===== config.mk =====
export PLATFORM = sky130hd
export DESIGN_NAME = bit_pattern_serializer
export DESIGN_NICKNAME = d
export VERILOG_FILES = /design/src/rtl/bit_pattern_serializer_pkg.sv /design/src/rtl/bit_pattern_serializer.sv
export SDC_FILE = /design/constraint.sdc
export NUM_CORES = 1
export LEC_CHECK = 0
export ABC_AREA = 0
export CORE_UTILIZATION = 35
export CTS_CLUSTER_SIZE = 30
export DETAILED_ROUTE_END_ITERATION = 8
export PLACE_DENSITY = 0.65
export SETUP_SLACK_MARGIN = 0.05
export SKIP_CTS_REPAIR_TIMING = 1
export SLEW_MARGIN = 0
export SYNTH_ARGS = -nofsm -noshare
export SYNTH_HDL_FRONTEND = slang
export SYNTH_SLANG_ARGS = --single-unit

===== constraint.sdc =====
create_clock -name clk -period 1.94 [get_ports clk]
set_clock_uncertainty 0.05 [all_clocks]
set_input_delay 0.194 -clock clk [delete_from_list [all_inputs] [get_ports clk]]
set_output_delay 0.194 -clock clk [all_outputs]
set_load 0.02 [all_outputs]

===== src/rtl/bit_pattern_serializer_pkg.sv =====
// Shared definitions for the bit-pattern serializer: state encoding,
// default geometry and the load-length clamp helper.
package ser_pkg;

    localparam int DEF_WIDTH      = 11;
    localparam int DEF_LEN_W      = 4;
    localparam int DEF_GAP_CYCLES = 2;

    localparam logic [1:0] ENC_IDLE  = 2'd0;
    localparam logic [1:0] ENC_SHIFT = 2'd1;
    localparam logic [1:0] ENC_GAP   = 2'd2;

    typedef enum logic [1:0] {
        ST_IDLE  = ENC_IDLE,
        ST_SHIFT = ENC_SHIFT,
        ST_GAP   = ENC_GAP
    } state_t;

    // A zero or oversized length means "send the whole word".
    function automatic int unsigned clamp_len(input int unsigned len, input int unsigned width);
        return ((len == 0) || (len > width)) ? width : len;
    endfunction

endpackage


===== src/rtl/bit_pattern_serializer.sv =====
// Parallel-to-serial stimulus stage: accepts a word over valid/ready and
// shifts it out MSB-first, one bit per clk, with back-to-back words streaming
// without a bubble. Defining SER_GAP_EN inserts GAP_CYCLES idle cycles after
// every word; without it GAP_CYCLES is only range-checked.
//
// state | meaning
// IDLE  | nothing in flight, ready for a word
// SHIFT | a payload bit is on ser_out; cnt counts bits remaining after it
// GAP   | inter-word idle time (SER_GAP_EN builds only)
module bit_pattern_serializer
    import ser_pkg::*;
#(
    parameter int WIDTH      = DEF_WIDTH,
    parameter int LEN_W      = DEF_LEN_W,
    parameter int GAP_CYCLES = DEF_GAP_CYCLES
) (
    input  logic             clk,
    input  logic             rst,
    input  logic             load_valid,
    output logic             load_ready,
    input  logic [WIDTH-1:0] load_data,
    input  logic [LEN_W-1:0] load_len,
    output logic             ser_out,
    output logic             ser_valid,
    output logic             busy,
    output logic             done
);

    if (WIDTH < 2) begin : g_bad_width
        $error("bit_pattern_serializer: WIDTH must be at least 2");
    end
    if ((1 << LEN_W) <= WIDTH) begin : g_bad_len_w
        $error("bit_pattern_serializer: LEN_W too narrow for WIDTH");
    end
    if (GAP_CYCLES < 1) begin : g_bad_gap
        $error("bit_pattern_serializer: GAP_CYCLES must be at least 1");
    end

    state_t           state, state_n;
    logic [WIDTH-1:0] shreg, shreg_n;
    logic [LEN_W-1:0] cnt, cnt_n;
    logic [LEN_W-1:0] len_c;
    logic [WIDTH-1:0] load_shreg;
    logic             accept;
    logic             done_n;
    logic             load_ready_n;

`ifdef SER_GAP_EN
    localparam int GAP_W = (GAP_CYCLES > 1) ? $clog2(GAP_CYCLES) : 1;
    logic [GAP_W-1:0] gap_cnt, gap_cnt_n;
`endif

    // Shifted-out positions fill with zeros, so once a word has left the
    // register its MSB is 0 and ser_out needs no state gating.
    assign ser_out = shreg[WIDTH-1];

    // Next-state, datapath and output decode for the following cycle.
    always_comb begin
        accept     = load_valid & load_ready;
        len_c      = LEN_W'(clamp_len(32'(load_len), WIDTH));
        load_shreg = load_data << (WIDTH - int'(len_c));
        state_n    = state;
        shreg_n    = shreg;
        cnt_n      = cnt;
`ifdef SER_GAP_EN
        gap_cnt_n  = gap_cnt;
`endif
        case (state)
            ST_IDLE: begin
                if (accept) begin
                    state_n = ST_SHIFT;
                    shreg_n = load_shreg;
                    cnt_n   = len_c - 1'b1;
                end
            end
            ST_SHIFT: begin
                shreg_n = shreg << 1;
                cnt_n   = cnt - 1'b1;
                if (cnt == '0) begin
`ifdef SER_GAP_EN
                    state_n   = ST_GAP;
                    cnt_n     = '0;
                    gap_cnt_n = GAP_W'(GAP_CYCLES - 1);
`else
                    if (accept) begin
                        shreg_n = load_shreg;
                        cnt_n   = len_c - 1'b1;
                    end else begin
                        state_n = ST_IDLE;
                        cnt_n   = '0;
                    end
`endif
                end
            end
`ifdef SER_GAP_EN
            ST_GAP: begin
                if (gap_cnt == '0) begin
                    if (accept) begin
                        state_n = ST_SHIFT;
                        shreg_n = load_shreg;
                        cnt_n   = len_c - 1'b1;
                    end else begin
                        state_n = ST_IDLE;
                    end
                end else begin
                    gap_cnt_n = gap_cnt - 1'b1;
                end
            end
`endif
            default: begin
                state_n = ST_IDLE;
                shreg_n = '0;
                cnt_n   = '0;
            end
        endcase

        done_n = (state_n == ST_SHIFT) && (cnt_n == '0);
`ifdef SER_GAP_EN
        load_ready_n = (state_n == ST_IDLE) || ((state_n == ST_GAP) && (gap_cnt_n == '0));
`else
        load_ready_n = (state_n == ST_IDLE) || done_n;
`endif
    end

    // State, datapath and registered handshake/status outputs.
    always_ff @(posedge clk) begin
        if (rst) begin
            state      <= ST_IDLE;
            shreg      <= '0;
            cnt        <= '0;
            ser_valid  <= 1'b0;
            busy       <= 1'b0;
            done       <= 1'b0;
            load_ready <= 1'b1;
`ifdef SER_GAP_EN
            gap_cnt    <= '0;
`endif
        end else begin
            state      <= state_n;
            shreg      <= shreg_n;
            cnt        <= cnt_n;
            ser_valid  <= (state_n == ST_SHIFT);
            busy       <= (state_n != ST_IDLE);
            done       <= done_n;
            load_ready <= load_ready_n;
`ifdef SER_GAP_EN
            gap_cnt    <= gap_cnt_n;
`endif
        end
    end

endmodule

==> results of run 1 <==
## synth_stat cells (all sizes together), types with 2 or more instances
| library cell | instances |
|---|---|
| a211o | 2 |
| a21o | 3 |
| a21oi | 14 |
| a221oi | 2 |
| a22oi | 8 |
| a2bb2oi | 2 |
| a31o | 2 |
| a31oi | 2 |
| buf | 12 |
| clkbuf | 5 |
| dfxtp | 21 |
| ha | 3 |
| inv | 10 |
| mux2 | 2 |
| mux2i | 3 |
| nand2 | 16 |
| nand2b | 5 |
| nor2 | 34 |
| nor2b | 2 |
| nor3 | 15 |
| nor4 | 2 |
| o2111ai | 2 |
| o211ai | 12 |
| o21ai | 15 |
| o21bai | 2 |
| o221ai | 8 |
| o22a | 6 |
| o22ai | 5 |
| o311a | 2 |
| o31ai | 3 |
| o32ai | 2 |
| or2 | 4 |
| or4 | 2 |
| xnor2 | 2 |
## metal layers
layer	part of all wire (%)	wire length, um
met1	44	2720
met2	48	2970
met3	6.7	412
met4	1.0	63
met5	0	0
## power by group
part | switching [uW] | internal, uW | leakage, uW
Combinational | 307 | 319 | 0.000951
Sequential | 19.5 | 451 | 0.000172
Clock | 152 | 143 | 0.0000255
## per-stage QoR
| stage | utilization (%) | instance area (um2) | std cells |
|---|---|---|---|
| floorplan | - | 1950 | 247 |
| global placement | 50.8 | 2640 | 383 |
| detailed placement | 50.8 | 2640 | 383 |
| CTS | 51.7 | 2690 | 387 |
| global route | 55.2 | 2870 | 398 |
| finish | 55.2 | 2870 | 398 |
## path summary, 6_finish.rpt
kind	to	from	cells past startpoint	slack, ns
worst min-delay path	shreg[0]	shreg[0]	2	0.49
worst min register to register	shreg[0]	shreg[0]	2	0.49
worst max-delay path	shreg[9]	cnt[0]	7	0.02
worst max register to register	shreg[9]	cnt[0]	7	0.02
## kinds of logic after synthesis
kind of cell / count (synthesis) / share of synthesized area [%]
AND/OR/NAND/NOR: 84 / 22.0
other: 1 / 0.195
multiplexers: 5 / 2.93
flip-flops: 21 / 21.9
AO/OA/AOI/OAI: 104 / 43.4
adder cells (fa/ha/maj): 3 / 1.96
XOR/XNOR: 2 / 0.913
buffers and inverters: 27 / 6.78
## critical path: stages, from the launching register on
cell     delay, ns
dfxtp_2       0.33
inv_2         0.07
ha_4          0.16
or3b_4        0.41
o21ai_4       0.15
nor2_2        0.05
o41a_1        0.32
nor4_2        0.28
## layout make-up
class / instances / area, um2
Clock buffer: 3 / 41.3
Clock inverter: 1 / 5.00
Fill cell: 485 / 2330
Inverter: 10 / 37.5
Multi-Input combinational cell: 199 / 1470
Sequential cell: 21 / 422
Tap cell: 70 / 87.6
Timing Repair Buffer: 94 / 811
## flip-flops by register name, summed over array words and instances (netlist names)
name / count
cnt: 4
ser_valid: 1
load_ready: 1
done: 1
busy: 1
shreg: 11
state: 2
==> results.md, run 1 <==
* Port bufs at 22
* Largest net degree at the start of global routing at 20
* Total Wirelength at 6170 um
* IO Count at 23
* Vias in the first global route at around 2.0k
* Busiest grt layer: met2
* Clock tree buffer depth at 2
* Die Span X at approximately 76 um
* Synthesized flop and latch total at 21
* Cell Area, Synth at 0.00192 mm2
* Status: complete, no violations
* Place WS at -0.398 ns
* Post-synthesis average cell area at between 7 and 8 um2
* Max Slew Vio Count at 0
* Setup CP Type: reg2reg
* Final period util at 99.1%
* Rows at 26
* Commonest non-fill, non-tap cell in the layout: buf_4
* Met1 Use GR at 28.1%
* Worst-path clk slew at 0.08 ns
* HPWL Detailed at ~4500 um
* Fin Hold WS at between 0.4 and 0.5 ns
* Ant diodes at 0
* Root Driver: clkbuf_8
* All-Layer GR Usage at approximately a fifth
* Synth top area cells: dfxtp_1, nor2_1, o211ai_1
* Vias at ~2.3k
* DRC marker count from the first detailed-route iteration at about 160
* Starting density of the core at between 30 and 40%
* Worst-skew pair later-pin latency at 0.27 ns
* Vias per cell at approximately 5.8
* 1st-pass router iterations at 5
* M3 GR Usage at 3.59%
* Area growth, synth to finish at 49.7%
* Avg WL per Cell at 15.5 um
* Hold Path Class: reg2reg
* Depth of the CTS H-tree at 1
* YS warnings at 0
* DRC at 0
* First-pass GRT wire length at 9720 um
* Post-synth top area cell: dfxtp_1
* Die ar. at about 0.0058 mm2
* Sequential share of the synthesized area at about 22%
* Synthesized Nets at ~270
* EDFF count, synth at 0
* Grt met2 use at between 30 and 40%
* Most frequent cells in the layout: buf_4, nor2_1, dfxtp_1, clkdlybuf4s50_1, nand2_1
* Final WS setup at 0.0174 ns
* MaxCap Viol Count at 0
* Slew HR at 65.7%
* Top cell type's share of synthesized area at a little over a fifth
* Highest clock rate at 0.520 GHz
* Async SR Flop Fraction at 0%
* TritonCTS Buffers at 3
* Placer Congestion at between 0.9 and 1
* Pwr Total at ~1400 uW
* Total Nets Final at 350
* CTS sink cnt at 21
* Maximum VDD drop at approximately 0.32 mV
* PD cells at approximately 480 mW/mm2
* Setup violators final at 0
* CP Capture Type: flop
* Initial antenna violation count at 0
* RSZ-0062 raised after global routing: true
* Final Critical Period at between 1.5 and 2 ns
* Share of cells above drive strength 1 at 35.4%
* Hold Fails Final Rpt at 0
* Critical path startpoint category: flop
* LEAKAGE at 0.00115 uW
* GRT overflow at 0
* Die height at around 76 um
* Total negative setup slack at 0 ns
* Worst Path Arrival at ~2.1 ns
* Core ar. at between 0.005 and 0.006 mm2
* Crit-path max FO at 4
* Post-Syn Instances at ~250
* CTS tree: yes
* Prevailing post-synth register cell: dfxtp_1
* Worst Path Required at 2.06 ns
* Post-synth cell types at 70
* ANT nets after route at 0
* Worst-margin pin slew at slightly above 0.5 ns
Note: power is estimated with default switching activity, not from simulation.
==> run 2: changes to the inputs <==
--- a/config.mk
+++ b/config.mk
@@ -7,9 +7,10 @@
 export LEC_CHECK = 0
 export ABC_AREA = 0
 export CORE_UTILIZATION = 35
+export CTS_CLUSTER_DIAMETER = 200
 export CTS_CLUSTER_SIZE = 30
 export DETAILED_ROUTE_END_ITERATION = 8
-export PLACE_DENSITY = 0.65
+export PLACE_DENSITY = 0.66
 export SETUP_SLACK_MARGIN = 0.05
 export SKIP_CTS_REPAIR_TIMING = 1
 export SLEW_MARGIN = 0
==> run 2 against run 1 <==
The run now ends with negative setup slack left; non-clock buffer count shrank 6; count of clock-buffer cells in the layout up 1; clock power down 2%; total power shrank 1.4%; worst hold slack got worse by 0.0060 ns; sequential cell count stayed put; largest cell class unchanged.
==> results.md, run 2 (same netlist as run 1, synthesis figures left out) <==
* Root Driver: clkbuf_8
* Status: finished, violations left
* HPWL Detailed at 4420 um (-2.8%)
* First-pass GRT wire length at 9800 um (+0.78%)
* CTS tree: yes
* Initial antenna violation count at 0 (unchanged)
* Largest net degree at the start of global routing at 21 (+5.0%)
* CTS sink cnt at 21 (unchanged)
* Vias per cell at 5.74 (-0.80%)
* Placer Congestion at 0.912 (-1.3%)
* ANT nets after route at 0 (unchanged)
* Setup CP Type: reg2reg
* Total Wirelength at 5980 um (-3.0%)
* Worst-margin pin slew at 0.526 ns (+0.0117 ns)
* Final WS setup at -0.0517 ns (-0.0691 ns)
* Area after DPL at 0.00262 mm2 (-1.0%)
* Die ar. at 0.00578 mm2 (unchanged)
* Worst-path clk slew at 0.08 ns (about the same)
* R2R cell count at 7 (unchanged)
* Highest clock rate at 0.502 GHz (-3.5%)
* Place WS at -0.369 ns (+0.0289 ns)
* Depth of the CTS H-tree at 1 (unchanged)
* FILL cells at 491 (+1.2%)
* Crit-path max FO at 4 (unchanged)
* Vias at 2252 (-2.3%)
* Clock tree buffer depth at 2 (unchanged)
* Ant diodes at 0 (unchanged)
* Final period util at 103% (+3.6 points)
* Die height at 76.1 um (unchanged)
* IO Count at 23 (unchanged)
* DRC marker count from the first detailed-route iteration at 100 (-38%)
* Critical path startpoint category: flop
* Worst Path Required at 2.06 ns (about the same)
* Max Slew Vio Count at 0 (unchanged)
* Hold Fails Final Rpt at 0 (unchanged)
* Port bufs at 22 (unchanged)
* CP Capture Type: flop
* MaxCap Viol Count at 0 (unchanged)
* Hold Path Class: reg2reg
* Worst Path Arrival at 2.11 ns (+0.06 ns)
* Rows at 26 (unchanged)
* Slew HR at 64.9% (-0.78 points)
* All-Layer GR Usage at 20.6% (-0.025 points)
* Commonest non-fill, non-tap cell in the layout: buf_4
* Worst-skew pair later-pin latency at 0.26 ns (about the same)
* Failing checks: negative setup slack
* Share of cells above drive strength 1 at 33.9% (-1.5 points)
* Avg WL per Cell at 15.3 um (-1.5%)
* Area growth, synth to finish at 46.3%
* TritonCTS Buffers at 3 (unchanged)
* PD cells at 489 mW/mm2 (+0.84%)
* Die Span X at 76.1 um (unchanged)
* Vias in the first global route at 2063 (+1.2%)
* Post-route cell area at 0.00281 mm2 (-2.3%)
* Hold path cells at 2 (unchanged)
* Most frequent cells in the layout: buf_4, nor2_1, dfxtp_1, clkdlybuf4s50_1, nand2_1
* Largest regs: shreg (11), cnt (4), state (2)
* Total Nets Final at 344 (-1.7%)
* Core ar. at 0.00520 mm2 (unchanged)
* Starting density of the core at 36.9% (unchanged)
* RSZ-0062 raised after global routing: true
* DRC at 0 (unchanged)
* Max FFs per register at 11 (unchanged)
* Maximum VDD drop at 0.252 mV (-21%)
* 1st-pass router iterations at 4 (-1)
* GRT overflow at 0 (unchanged)
* Reg2Reg Setup Slack at -0.05 ns (-0.07 ns)
* Setup violators final at 1 (+1)
* LEAKAGE at 0.00111 uW (-3.5%)
* Pwr Total at 1370 uW (-1.4%)
* Final Critical Period at 1.99 ns (+0.0691 ns)
* Most flops, register: shreg
[run 2: cell count changes in the layout (fill, tap and decap cells not counted), sizes merged]
cell	previous run	this run
buf	72	66
clkbuf	3	4
clkinv	1	0
[run 2: worst paths after layout]
kind	endpoint	start
max	shreg[9]	cnt[0]
min	shreg[0]	shreg[0]
max reg2reg	shreg[9]	cnt[0]
min reg2reg	shreg[0]	shreg[0]
[run 2: metal layers]
metal | global-route usage (%) | vias up | wire length, um
met2 | 34.0 | 70 | 2850
met1 | 28.0 | 1063 | 2710
met4 | 5.58 | 0 | 104
met5 | 0 | - | 0
met3 | 3.11 | 10 | 309
li1 | - | 1109 | -
[run 2: area by class of cell]
type | instances | area (um2) | area share [%]
Sequential cell | 21 | 422 | 15.0
Multi-Input combinational cell | 199 | 1470 | 52.5
Timing Repair Buffer | 88 | 742 | 26.4
Clock buffer | 4 | 45.0 | 1.60
Inverter | 10 | 37.5 | 1.34
Tap cell | 70 | 87.6 | 3.12
[run 2: worst max-delay path, cell delays in order (launching register included)]
cell,delay [ns]
dfxtp_2,0.33
inv_2,0.08
ha_4,0.16
or3b_4,0.42
o21ai_4,0.15
nor2_2,0.05
o41a_1,0.38
nor4_2,0.28
[run 2: where the power goes]
part	switching, uW	internal (uW)	total, uW
logic	303	309	612
registers	19.6	451	471
clock network	143	146	289
[run 2: per-stage QoR]
stage / hold WS [ns] / std cells / utilization, % / TNS, ns
6_report: 0.481 / 392 / 53.9 / -0.0517
5_1_grt: 0.503 / 392 / 53.9 / -0.132
3_5_place_dp: 0.470 / 381 / 50.2 / -4.19
2_1_floorplan: 0.432 / 247 / - / 0
3_3_place_gp: 0.465 / 381 / 50.2 / -4.06
4_1_cts: 0.486 / 385 / 51.1 / -0.468
==> run 3: changes to the inputs <==
--- a/config.mk
+++ b/config.mk
@@ -8,7 +8,6 @@
 export ABC_AREA = 0
 export CORE_UTILIZATION = 35
 export CTS_CLUSTER_DIAMETER = 200
-export CTS_CLUSTER_SIZE = 30
 export DETAILED_ROUTE_END_ITERATION = 8
 export PLACE_DENSITY = 0.66
 export SETUP_SLACK_MARGIN = 0.05
==> results of run 3 <==
The final DEF is identical to that of run 2; final timing and power are the same.
